===== src/rtl/alu_share_arbiter.sv =====
// Two-requester front end for a single shared ADD/SUB/LUI/AUIPC ALU.
// Each op takes one grant cycle, one execute cycle and a held valid/ready response.
module alu_share_arbiter #(
    parameter int TAG_W = 4,
    parameter bit FAIR  = 1'b1
) (
    input  logic             i_clk,
    input  logic             i_rst,
    input  logic             i_req0_valid,
    output logic             o_req0_ready,
    input  logic [31:0]      i_req0_rs1,
    input  logic [31:0]      i_req0_rs2,
    input  logic [3:0]       i_req0_ctrl,
    input  logic [TAG_W-1:0] i_req0_tag,
    input  logic             i_req1_valid,
    output logic             o_req1_ready,
    input  logic [31:0]      i_req1_rs1,
    input  logic [31:0]      i_req1_rs2,
    input  logic [3:0]       i_req1_ctrl,
    input  logic [TAG_W-1:0] i_req1_tag,
    output logic [31:0]      o_alu_rs1,
    output logic [31:0]      o_alu_rs2,
    output logic [3:0]       o_alu_ctrl,
    input  logic [31:0]      i_alu_result,
    input  logic             i_alu_zero,
    input  logic             i_alu_carry,
    input  logic             i_alu_negative,
    input  logic             i_alu_overflow,
    output logic             o_rsp_valid,
    input  logic             i_rsp_ready,
    output logic             o_rsp_id,
    output logic [TAG_W-1:0] o_rsp_tag,
    output logic [31:0]      o_rsp_result,
    output logic [3:0]       o_rsp_flags,
    output logic             o_rsp_err,
    output logic             o_busy
);

    localparam logic [3:0] OP_ADD   = 4'b0000;
    localparam logic [3:0] OP_SUB   = 4'b0001;
    localparam logic [3:0] OP_LUI   = 4'b1010;
    localparam logic [3:0] OP_AUIPC = 4'b1011;

    typedef enum logic [1:0] {S_IDLE, S_EXEC, S_RESP} state_t;

    state_t             r_state, w_next;
    logic               r_rr;
    logic               r_id;
    logic [31:0]        r_rs1, r_rs2;
    logic [3:0]         r_ctrl;
    logic [TAG_W-1:0]   r_tag;
    logic               r_ill;
    logic               r_ovf_ok;
    logic [31:0]        r_rsp_result;
    logic [3:0]         r_rsp_flags;
    logic               r_rsp_err;

    logic               w_gnt, w_gnt_id;
    logic [3:0]         w_sel_ctrl;
    logic               w_sel_legal, w_sel_addsub;

    always_comb begin
        w_gnt    = 1'b0;
        w_gnt_id = 1'b0;
        if (r_state == S_IDLE) begin
            if (i_req0_valid && i_req1_valid) begin
                w_gnt    = 1'b1;
                w_gnt_id = FAIR ? r_rr : 1'b0;
            end else if (i_req0_valid) begin
                w_gnt    = 1'b1;
            end else if (i_req1_valid) begin
                w_gnt    = 1'b1;
                w_gnt_id = 1'b1;
            end
        end
    end

    assign o_req0_ready = w_gnt && !w_gnt_id;
    assign o_req1_ready = w_gnt &&  w_gnt_id;

    assign w_sel_ctrl   = w_gnt_id ? i_req1_ctrl : i_req0_ctrl;
    assign w_sel_addsub = (w_sel_ctrl == OP_ADD) || (w_sel_ctrl == OP_SUB);
    assign w_sel_legal  = w_sel_addsub || (w_sel_ctrl == OP_LUI) || (w_sel_ctrl == OP_AUIPC);

    always_comb begin
        w_next = r_state;
        case (r_state)
            S_IDLE:  if (w_gnt) w_next = S_EXEC;
            S_EXEC:  w_next = S_RESP;
            S_RESP:  if (i_rsp_ready) w_next = S_IDLE;
            default: w_next = S_IDLE;
        endcase
    end

    // Illegal ops still burn the EXEC slot but present a benign ADD 0,0 to the ALU.
    always_comb begin
        o_alu_rs1  = 32'd0;
        o_alu_rs2  = 32'd0;
        o_alu_ctrl = OP_ADD;
        if (r_state == S_EXEC && !r_ill) begin
            o_alu_rs1  = r_rs1;
            o_alu_rs2  = r_rs2;
            o_alu_ctrl = r_ctrl;
        end
    end

    always_ff @(posedge i_clk) begin
        if (i_rst) begin
            r_state      <= S_IDLE;
            r_rr         <= 1'b0;
            r_id         <= 1'b0;
            r_rs1        <= 32'd0;
            r_rs2        <= 32'd0;
            r_ctrl       <= 4'd0;
            r_tag        <= '0;
            r_ill        <= 1'b0;
            r_ovf_ok     <= 1'b0;
            r_rsp_result <= 32'd0;
            r_rsp_flags  <= 4'd0;
            r_rsp_err    <= 1'b0;
        end else begin
            r_state <= w_next;
            if (w_gnt) begin
                r_rr     <= ~w_gnt_id;
                r_id     <= w_gnt_id;
                r_rs1    <= w_gnt_id ? i_req1_rs1 : i_req0_rs1;
                r_rs2    <= w_gnt_id ? i_req1_rs2 : i_req0_rs2;
                r_ctrl   <= w_sel_ctrl;
                r_tag    <= w_gnt_id ? i_req1_tag : i_req0_tag;
                r_ill    <= !w_sel_legal;
                r_ovf_ok <= w_sel_addsub;
            end
            // Overflow is only meaningful for ADD/SUB; the ALU leaves it undefined otherwise.
            if (r_state == S_EXEC) begin
                r_rsp_err    <= r_ill;
                r_rsp_result <= r_ill ? 32'd0 : i_alu_result;
                r_rsp_flags  <= r_ill ? 4'd0 :
                                {i_alu_zero, i_alu_carry, i_alu_negative, i_alu_overflow && r_ovf_ok};
            end
        end
    end

    assign o_rsp_valid  = (r_state == S_RESP);
    assign o_rsp_id     = r_id;
    assign o_rsp_tag    = r_tag;
    assign o_rsp_result = r_rsp_result;
    assign o_rsp_flags  = r_rsp_flags;
    assign o_rsp_err    = r_rsp_err;
    assign o_busy       = (r_state != S_IDLE);

    a_req0_hold: assert property (@(posedge i_clk) disable iff (i_rst)
        (i_req0_valid && !o_req0_ready) |=> i_req0_valid);
    a_req1_hold: assert property (@(posedge i_clk) disable iff (i_rst)
        (i_req1_valid && !o_req1_ready) |=> i_req1_valid);

endmodule


===== config.mk =====
export PLATFORM = sky130hd
export DESIGN_NAME = alu_share_arbiter
export DESIGN_NICKNAME = d
export VERILOG_FILES = /design/src/rtl/alu_share_arbiter.sv
export SDC_FILE = /design/constraint.sdc
export NUM_CORES = 1
export LEC_CHECK = 0
export CAP_MARGIN = 0
export CORE_AREA = 2 2 116 118
export CTS_BUF_LIST = sky130_fd_sc_hd__clkbuf_4 sky130_fd_sc_hd__clkbuf_8 sky130_fd_sc_hd__clkbuf_16
export DETAILED_ROUTE_END_ITERATION = 8
export DIE_AREA = 0 0 118 120
export PLACE_DENSITY_LB_ADDON = 0.3
export SYNTH_ARGS = -nofsm -noshare
export SYNTH_HDL_FRONTEND = slang
export SYNTH_SLANG_ARGS = --single-unit
export TNS_END_PERCENT = 10

===== constraint.sdc =====
create_clock -name i_clk -period 2.1 [get_ports i_clk]
set_input_delay 0.21 -clock i_clk [delete_from_list [all_inputs] [get_ports i_clk]]
set_output_delay 0.21 -clock i_clk [all_outputs]
set_load 0.03 [all_outputs]

# After elaboration in Yosys (flattened, before gate mapping)

Cells that the tools add are included.

Flip-flop bits (word level): 115
Input port bits: 185
Output and inout bits: 114
Word-level logic and storage cells: 54

Equality and inequality tests: 7
Mux-type cells: 19
Bitwise operators: 1
Reduce and logical (&&, ||, !) cells: 15

Operator list:

| cell                                                                   | count |
|---|---|
| 32-bit two-way mux                                                     | 5 |
| 4-bit two-way mux                                                      | 4 |
| 4-bit equality test (second input constant)                            | 2 |
| 1-bit two-way mux                                                      | 7 |
| 2-bit case mux with 3 select lines                                     | 1 |
| 1-bit logical AND                                                      | 5 |
| 4-bit by 1-bit equality test with 1-bit output (second input constant) | 1 |
| 4-bit zero test                                                        | 1 |
| 2-bit two-way mux                                                      | 2 |
| 1-bit zero test                                                        | 3 |
| 1-bit logical OR                                                       | 3 |
| 2-bit by 1-bit equality test with 1-bit output (second input constant) | 1 |
| 2-bit equality test (second input constant)                            | 1 |
| 2-bit zero test                                                        | 1 |
| 2-bit by 1-bit != test with 1-bit output (second input constant)       | 1 |
| 2-bit != test (second input constant)                                  | 1 |
| 2-bit AND reduction                                                    | 1 |
| 2-bit nonzero test                                                     | 1 |
| 1-bit inverter                                                         | 1 |

# Longest topological paths before layout

Gate-level depths: netlist of run 1.

Word-level depth: 10
Gate-level depth with buffers: 7
Mapped depth without buffers: 5

# Least setup slack after synthesis of run 1

OpenSTA, ideal clock, no wires.

Path type: register -> output
Start point: register r_state[1]
End point: output o_alu_rs1[10]
Arrival time: 1435 ps
Required time: 1890 ps
Setup slack: 455 ps
Stages on the path, launching flop included: 6
Buffers on the path: 2
Path through: dfxtp_1 -> nand2b_1 -> nor2_1 -> clkbuf_1 -> clkbuf_1 -> and2_1

Longest elaborated chain between the ends: 3

RTL lines:

| item                                           | RTL line | RTL |
|---|---|---|
| start, declared                                | 46       | `state_t r_state, w_next;` |
| start signal, assigned                         | 122      | `r_state <= w_next;` |
| 2-bit by 1-bit equality test with 1-bit output | 100      | `if (r_state == S_EXEC && !r_ill) begin` |
| 1-bit logical AND                              | 100      |  |
| 32-bit two-way mux                             | 100      |  |
| end, declared                                  | 21       | `output logic [31:0] o_alu_rs1,` |

Every way passes these cells.

# Final worst setup path of run 1

Start point: register r_state[1]
End point: output o_alu_ctrl[2]

Longest elaborated chain between the ends: 3

RTL lines:

| item                                           | RTL line | RTL |
|---|---|---|
| 2-bit by 1-bit equality test with 1-bit output | 100      |  |
| 1-bit logical AND                              | 100      |  |
| 4-bit two-way mux                              | 100      |  |
| end, declared                                  | 23       | `output logic [3:0] o_alu_ctrl,` |

Every way passes these cells.

==> impl_metrics.tcl, run 1 <==
set metrics [dict create \
    status "finished, violations left" \
    violations "design-rule violations" \
    synth-seq-area-share_pct 48.4 \
    tightest_slew_ps 786 \
    dp_hpwl_um 11800 \
    grt_max_degree 75 \
    grt_usage_pct 23.2 \
    slew_headroom_pct 47.6 \
    num_vias 5200 \
    slowest_delay_ps 360 \
    clk_path_buf_depth 2 \
    hold_viol_final 0 \
    yosysMostFrequentCell "dfxtp_1" \
    max_freq_mhz 493 \
    drt-wirelength-per-cell_um 16.9 \
    cts_tree "yes" \
    reg2reg_setup_slack_ps 500 \
    rsz0062_at_grt "true" \
    wl_um 16800 \
    clk_latency_ps 400 \
    yosys_warnings 0 \
    drive_gt1_share_pct 13.9 \
    drc 2 \
    diodes 0 \
    syn_area_um2 4760 \
    port_buffers 298 \
    h-tree-depth 4 \
    syn-num-nets 716 \
    crit_chain "nand2b_2 > nor2_4 > buf_12 > and2_1 > clkdlybuf4s15_1" \
    hold_path_class "primary input to flip-flop" \
    synth-edff-count 0 \
    fin_area_um2 8250 \
    cts_hold_buf 0 \
    core_um2 13000 \
    clk_pin_slew_ps 50 \
    dp_cells 963 \
    avgViaCountPerCell 5.23 \
    grt_pass1_wl_um 26300 \
    cts-root-buf "clkbuf_16" \
    r2r_end "o_rsp_result[27]" \
    antenna_found_initial 0 \
    syn_to_final_growth_pct 73.5 \
    async_reset_ff_share_pct 0 \
    worst-r2r-cell-count 5 \
    critical_path.startpoint "r_state[1]" \
    clock_skew_ps 6.00 \
    dr.first_iter.drc_count 567 \
    cp-start-kind "flip-flop" \
    ys_ff_latch 115 \
    clkSinkCount 115 \
    wl_met3_um 1430 \
    gr-total-overflow 0 \
    wl_met1_um 6530 \
    fin_cells 995 \
    yosys-top-cells-area "dfxtp_1 (48%), a222oi_1 (14%), and2_1 (8.9%), nor2_1 (8.9%), nor3b_1 (5.5%)" \
    postCtsSetupBuffers 0 \
    ioPinCount 299 \
    first_global_vias 5242 \
    critPathMaxFanout 54 \
    ys_types 29 \
    synthFlopType "dfxtp_1" \
    finish.utilization_pct 63.6 \
    die_h_um 120 \
    cp.arrival_ps 1820 \
    p_per_area_nw_per_um2 842 \
    synth_top_area_cell "dfxtp_1" \
    setup_violations 0 \
    cpMaxStageDelayCell "clkdlybuf4s15_1" \
    top_layer "met4" \
    finalCritPeriodShare_pct 96.5 \
    cts_buffers 17 \
    die_w_um 118 \
    irDropWorstVdd_uv 395 \
    dr_wl_met2_um 8600 \
    critical_path_required_ps 1890 \
    crit_end "o_alu_ctrl[2]" \
    post_cts_resize_count 74 \
    drt-pass1-iter-count 9 \
    fillCellCount 1065 \
    yosys.area.top_type_share_pct 48.4 \
    drv_cap 0 \
    power_leakage_nw 3.27 \
    final_max_slew_viol_count 0 \
    num_rows 42 \
    r2r_start "r_state[1]" \
    avgSynthCellArea_um2 8.96 \
    postSynthCellCount 531 \
    start_util_pct 36.6 \
    finalNetCount 991 \
    dieArea_um2 14200 \
    endpoint_kind "output port" \
    synth_common_cells "dfxtp_1 (115), nor2_1 (113), a222oi_1 (68), and2_1 (68), a21oi_1 (38)" \
    min_period_ps 2030 \
    path_class "flip-flop to output port" \
    final_antenna_net_count 0 \
    placed_cell_area_um2 7910 \
    place.gp.congestion 0.821 \
]
cell type report:
cell class | instances | area [um2] | share of cell area, %
clock buffer | 22 | 482 | 5.84
clock inverter | 10 | 130 | 1.58
inverter | 2 | 7.51 | 0.0910
multi-input combinational | 358 | 2250 | 27.2
sequential | 115 | 2300 | 27.9
tap | 176 | 220 | 2.67
timing repair buffer | 312 | 2860 | 34.7
stage by stage:
step	hold slack (ps)	TNS (ps)	power, mW	setup WS (ps)
after floorplan	369	0	3.32	455
after global placement	443	0	4.04	171
after detailed placement	450	0	4.07	146
after CTS	363	0	7.01	0.793
after global routing	388	-40.3	7.24	-40.3
final	359	0	6.95	73.5
metal layers:
metal	vias up	GRT usage, %
li1	2494	-
met1	2425	25.5
met2	261	41.2
met3	20	7.89
met4	0	8.81
met5	-	0
how the worst min path moves through the flow:
stage,slack [ps],to,start,cells after the start
2_1_floorplan,370,r_ctrl[1],i_req1_ctrl[1],2
3_3_place_gp,440,r_ctrl[0],r_ctrl[0],2
3_5_place_dp,450,r_ctrl[0],r_ctrl[0],2
4_1_cts,360,r_rs1[14],i_rst,2
5_1_grt,390,r_rs1[19],i_rst,2
6_report,360,r_rs1[14],i_rst,2
cells by family (layout without fill, tap and decap cells):
family / Yosys count / after routing / synth area share [%]
AO/OA/AOI/OAI: 116 / 116 / 19.9
XOR/XNOR: 2 / 2 / 0.368
buffers and inverters: 58 / 346 / 4.97
flip-flops: 115 / 115 / 48.4
multiplexers: 1 / 1 / 0.210
AND/OR/NAND/NOR: 239 / 239 / 26.1
sequential cells by signal, summed over array words and instances (netlist names):
register      count
o_rsp_tag         4
o_rsp_result     32
r_rr              1
r_ill             1
o_rsp_err         1
r_rs2            32
r_ovf_ok          1
o_rsp_flags       4
o_rsp_id          1
r_state           2
r_ctrl            4
r_rs1            32
report_power, final:
part | internal, mW | leakage (nW) | switching (mW)
clock | 1.97 | 0.303 | 0.970
combinational | 0.739 | 2.02 | 0.775
sequential | 2.38 | 0.944 | 0.107
total | 5.09 | 3.27 | 1.85
cell usage in the layout (no fill, tap or decap):
cell | Yosys | layout
a21oi_1 | 38 | 38
a222oi_1 | 68 | 68
a22o_1 | 1 | 1
a311oi_1 | 4 | 4
and2_1 | 68 | 68
and3_2 | 0 | 1
buf_12 | 0 | 5
buf_4 | 0 | 15
bufinv_16 | 0 | 3
clkbuf_16 | 0 | 17
clkbuf_2 | 0 | 55
clkbuf_4 | 0 | 2
clkbuf_8 | 0 | 3
clkdlybuf4s15_1 | 0 | 10
clkdlybuf4s50_1 | 0 | 227
clkinv_2 | 0 | 5
clkinvlp_4 | 0 | 2
dfxtp_1 | 115 | 115
inv_1 | 1 | 1
inv_2 | 1 | 1
mux2i_1 | 1 | 1
nand2_1 | 9 | 9
nand2b_1 | 3 | 2
nand2b_2 | 0 | 1
nand3_4 | 0 | 1
nand3b_1 | 1 | 1
nor2_1 | 113 | 112
nor2_4 | 1 | 2
nor2b_1 | 1 | 1
nor3_1 | 4 | 4
nor3b_1 | 35 | 35
o211ai_1 | 1 | 1
o21a_1 | 1 | 1
o21ai_0 | 1 | 1
o21ai_4 | 0 | 1
o41ai_1 | 1 | 1
or4_1 | 2 | 2
xor2_1 | 2 | 2
critical path, delay by kind of cell (launching register included):
| family | cells | cell delay [ps] |
|---|---|---|
| buf+inv | 2 | 580 |
| flops | 1 | 340 |
| simple gates | 3 | 480 |
Power figures use the tool's default switching activity.
==> run 2: changes to the inputs <==
--- a/config.mk
+++ b/config.mk
@@ -10,7 +10,7 @@
 export CTS_BUF_LIST = sky130_fd_sc_hd__clkbuf_4 sky130_fd_sc_hd__clkbuf_8 sky130_fd_sc_hd__clkbuf_16
 export DETAILED_ROUTE_END_ITERATION = 8
 export DIE_AREA = 0 0 118 120
-export PLACE_DENSITY_LB_ADDON = 0.3
+export PLACE_DENSITY_LB_ADDON = 0.08
 export SYNTH_ARGS = -nofsm -noshare
 export SYNTH_HDL_FRONTEND = slang
 export SYNTH_SLANG_ARGS = --single-unit
==> constraint.sdc (replaced) <==
create_clock -name i_clk -period 2.42 [get_ports i_clk]
set_input_delay 0.242 -clock i_clk [delete_from_list [all_inputs] [get_ports i_clk]]
set_output_delay 0.242 -clock i_clk [all_outputs]
set_load 0.03 [all_outputs]
==> impl_metrics.tcl, run 2 (same netlist as run 1, synthesis figures left out) <==
set metrics [dict create \
    status "completed" \
    fin_area_um2 8340 \
    fillCellCount 1104 \
    antenna_found_initial 0 \
    worstSetupPathDepth 5 \
    dieArea_um2 14200 \
    clock_skew_ps 5.60 \
    port_buffers 298 \
    grt_usage_pct 23.2 \
    path_class "flip-flop to output port" \
    power.switching_mw 1.56 \
    worst-r2r-cell-count 5 \
    min_period_ps 2050 \
    tightest_slew_ps 624 \
    post_cts_resize_count 0 \
    cts-root-buf "clkbuf_16" \
    crit_chain "nor2_4 > nand3_2 > inv_2 > buf_12 > buf_4" \
    hold_path_class "primary input to flip-flop" \
    num_vias 5222 \
    final_cell_mix "clkdlybuf4s50_1 (227), dfxtp_1 (115), nor2_1 (112), buf_4 (77)" \
    drt-wirelength-per-cell_um 16.8 \
    reg2reg_setup_slack_ps 780 \
    cp.arrival_ps 1810 \
    fin_ws_ps 371 \
    hold_viol_final 0 \
    r2r_end "r_rs1[14]" \
    slew_headroom_pct 58.4 \
    die_h_um 120 \
    whs_endpoint "o_rsp_flags[0]" \
    slowest_delay_ps 330 \
    clk_path_buf_depth 2 \
    finalNetCount 990 \
    num_rows 42 \
    setup_violations 0 \
    postCtsSetupBuffers 0 \
    power_leakage_nw 3.32 \
    dr.first_iter.drc_count 524 \
    avgViaCountPerCell 5.26 \
    cts_buffers 17 \
    place.gp.congestion 0.815 \
    wl_um 16700 \
    mostFrequentLayoutCell "clkdlybuf4s50_1" \
    combPwrFrac_pct 22.7 \
    critPathBufInv 3 \
    cpMaxStageDelayCell "dfxtp_1" \
    clk_pin_slew_ps 50 \
    path_delay_family "buffers and inverters" \
    critical_path.startpoint "r_state[1]" \
    final_antenna_net_count 0 \
    hold_path_depth 2 \
    h-tree-depth 4 \
    critPathMaxFanout 59 \
    dpl_worst_slack_ps 295 \
    drv_cap 0 \
    clkSinkCount 115 \
    drc 0 \
    pwr-share-clk_pct 40.8 \
    r2r_start "r_state[0]" \
    max_freq_mhz 488 \
    die_w_um 118 \
    gr-total-overflow 0 \
    clk_latency_ps 410 \
    p_per_area_nw_per_um2 707 \
    syn_to_final_growth_pct 75.4 \
    ioPinCount 299 \
    critical_path_required_ps 2180 \
    hp-start "i_rst" \
    drt-pass1-iter-count 9 \
    diodes 0 \
    irDropWorstVdd_uv 416 \
    first_global_vias 5219 \
    grt_max_degree 69 \
    cts_tree "yes" \
    core_um2 13000 \
    setup-tns-final_ps 0 \
    endpoint_kind "output port" \
    final_max_slew_viol_count 0 \
    finalCritPeriodShare_pct 84.7 \
    grt_pass1_wl_um 26200 \
    dp_hpwl_um 11800 \
    p_int_mw 4.33 \
    cp-start-kind "flip-flop" \
    rsz0062_at_grt "false" \
    drive_gt1_share_pct 14.9 \
    placed_cell_area_um2 7760 \
    swShare_pct 26.5 \
    finish.utilization_pct 64.3 \
    cts_hold_buf 0 \
    start_util_pct 36.6 \
    p_seq_share_pct 36.5 \
]
run 2: worst max path at each step:
| stage | to | slack [ps] |
|---|---|---|
| global placement | r_rs1[19] | 390 |
| CTS | o_req1_ready | 350 |
| global route | o_req1_ready | 260 |
| detailed placement | r_rs1[14] | 290 |
| finish | o_req1_ready | 370 |
| floorplan | o_alu_rs1[10] | 740 |
run 2: per-stage QoR:
stage | total power, mW | instances | hold WS (ps)
2_1_floorplan | 2.88 | 531 | 401
3_3_place_gp | 3.49 | 962 | 440
3_5_place_dp | 3.52 | 962 | 451
4_1_cts | 5.95 | 993 | 329
5_1_grt | 6.17 | 993 | 357
6_report | 5.90 | 993 | 337
run 2: per-layer routing:
layer	part of all wire, %	wire length, um	vias up	global-route usage (%)
met3	8.9	1490	38	8.75
met4	2.6	431	0	10.1
met1	39	6570	2447	25.8
li1	-	-	2482	-
met5	0	0	-	0
met2	49	8220	255	39.8
run 2: layout make-up:
cell class | instances | area [um2] | share of cell area (%)
Clock buffer | 27 | 538 | 6.45
Multi-Input combinational cell | 358 | 2240 | 26.8
Sequential cell | 115 | 2300 | 27.6
Tap cell | 176 | 220 | 2.64
Clock inverter | 4 | 45.0 | 0.540
Timing Repair Buffer | 311 | 2990 | 35.8
Inverter | 2 | 7.51 | 0.0900
run 2: power groups by stage:
stage | clock network (mW) | registers (mW) | logic, mW
final | 2.41 | 2.15 | 1.34
after floorplan | 0 | 2.25 | 0.625
after global placement | 0 | 2.18 | 1.31
after detailed placement | 0 | 2.18 | 1.34
after global routing | 2.56 | 2.17 | 1.44
after CTS | 2.46 | 2.15 | 1.35
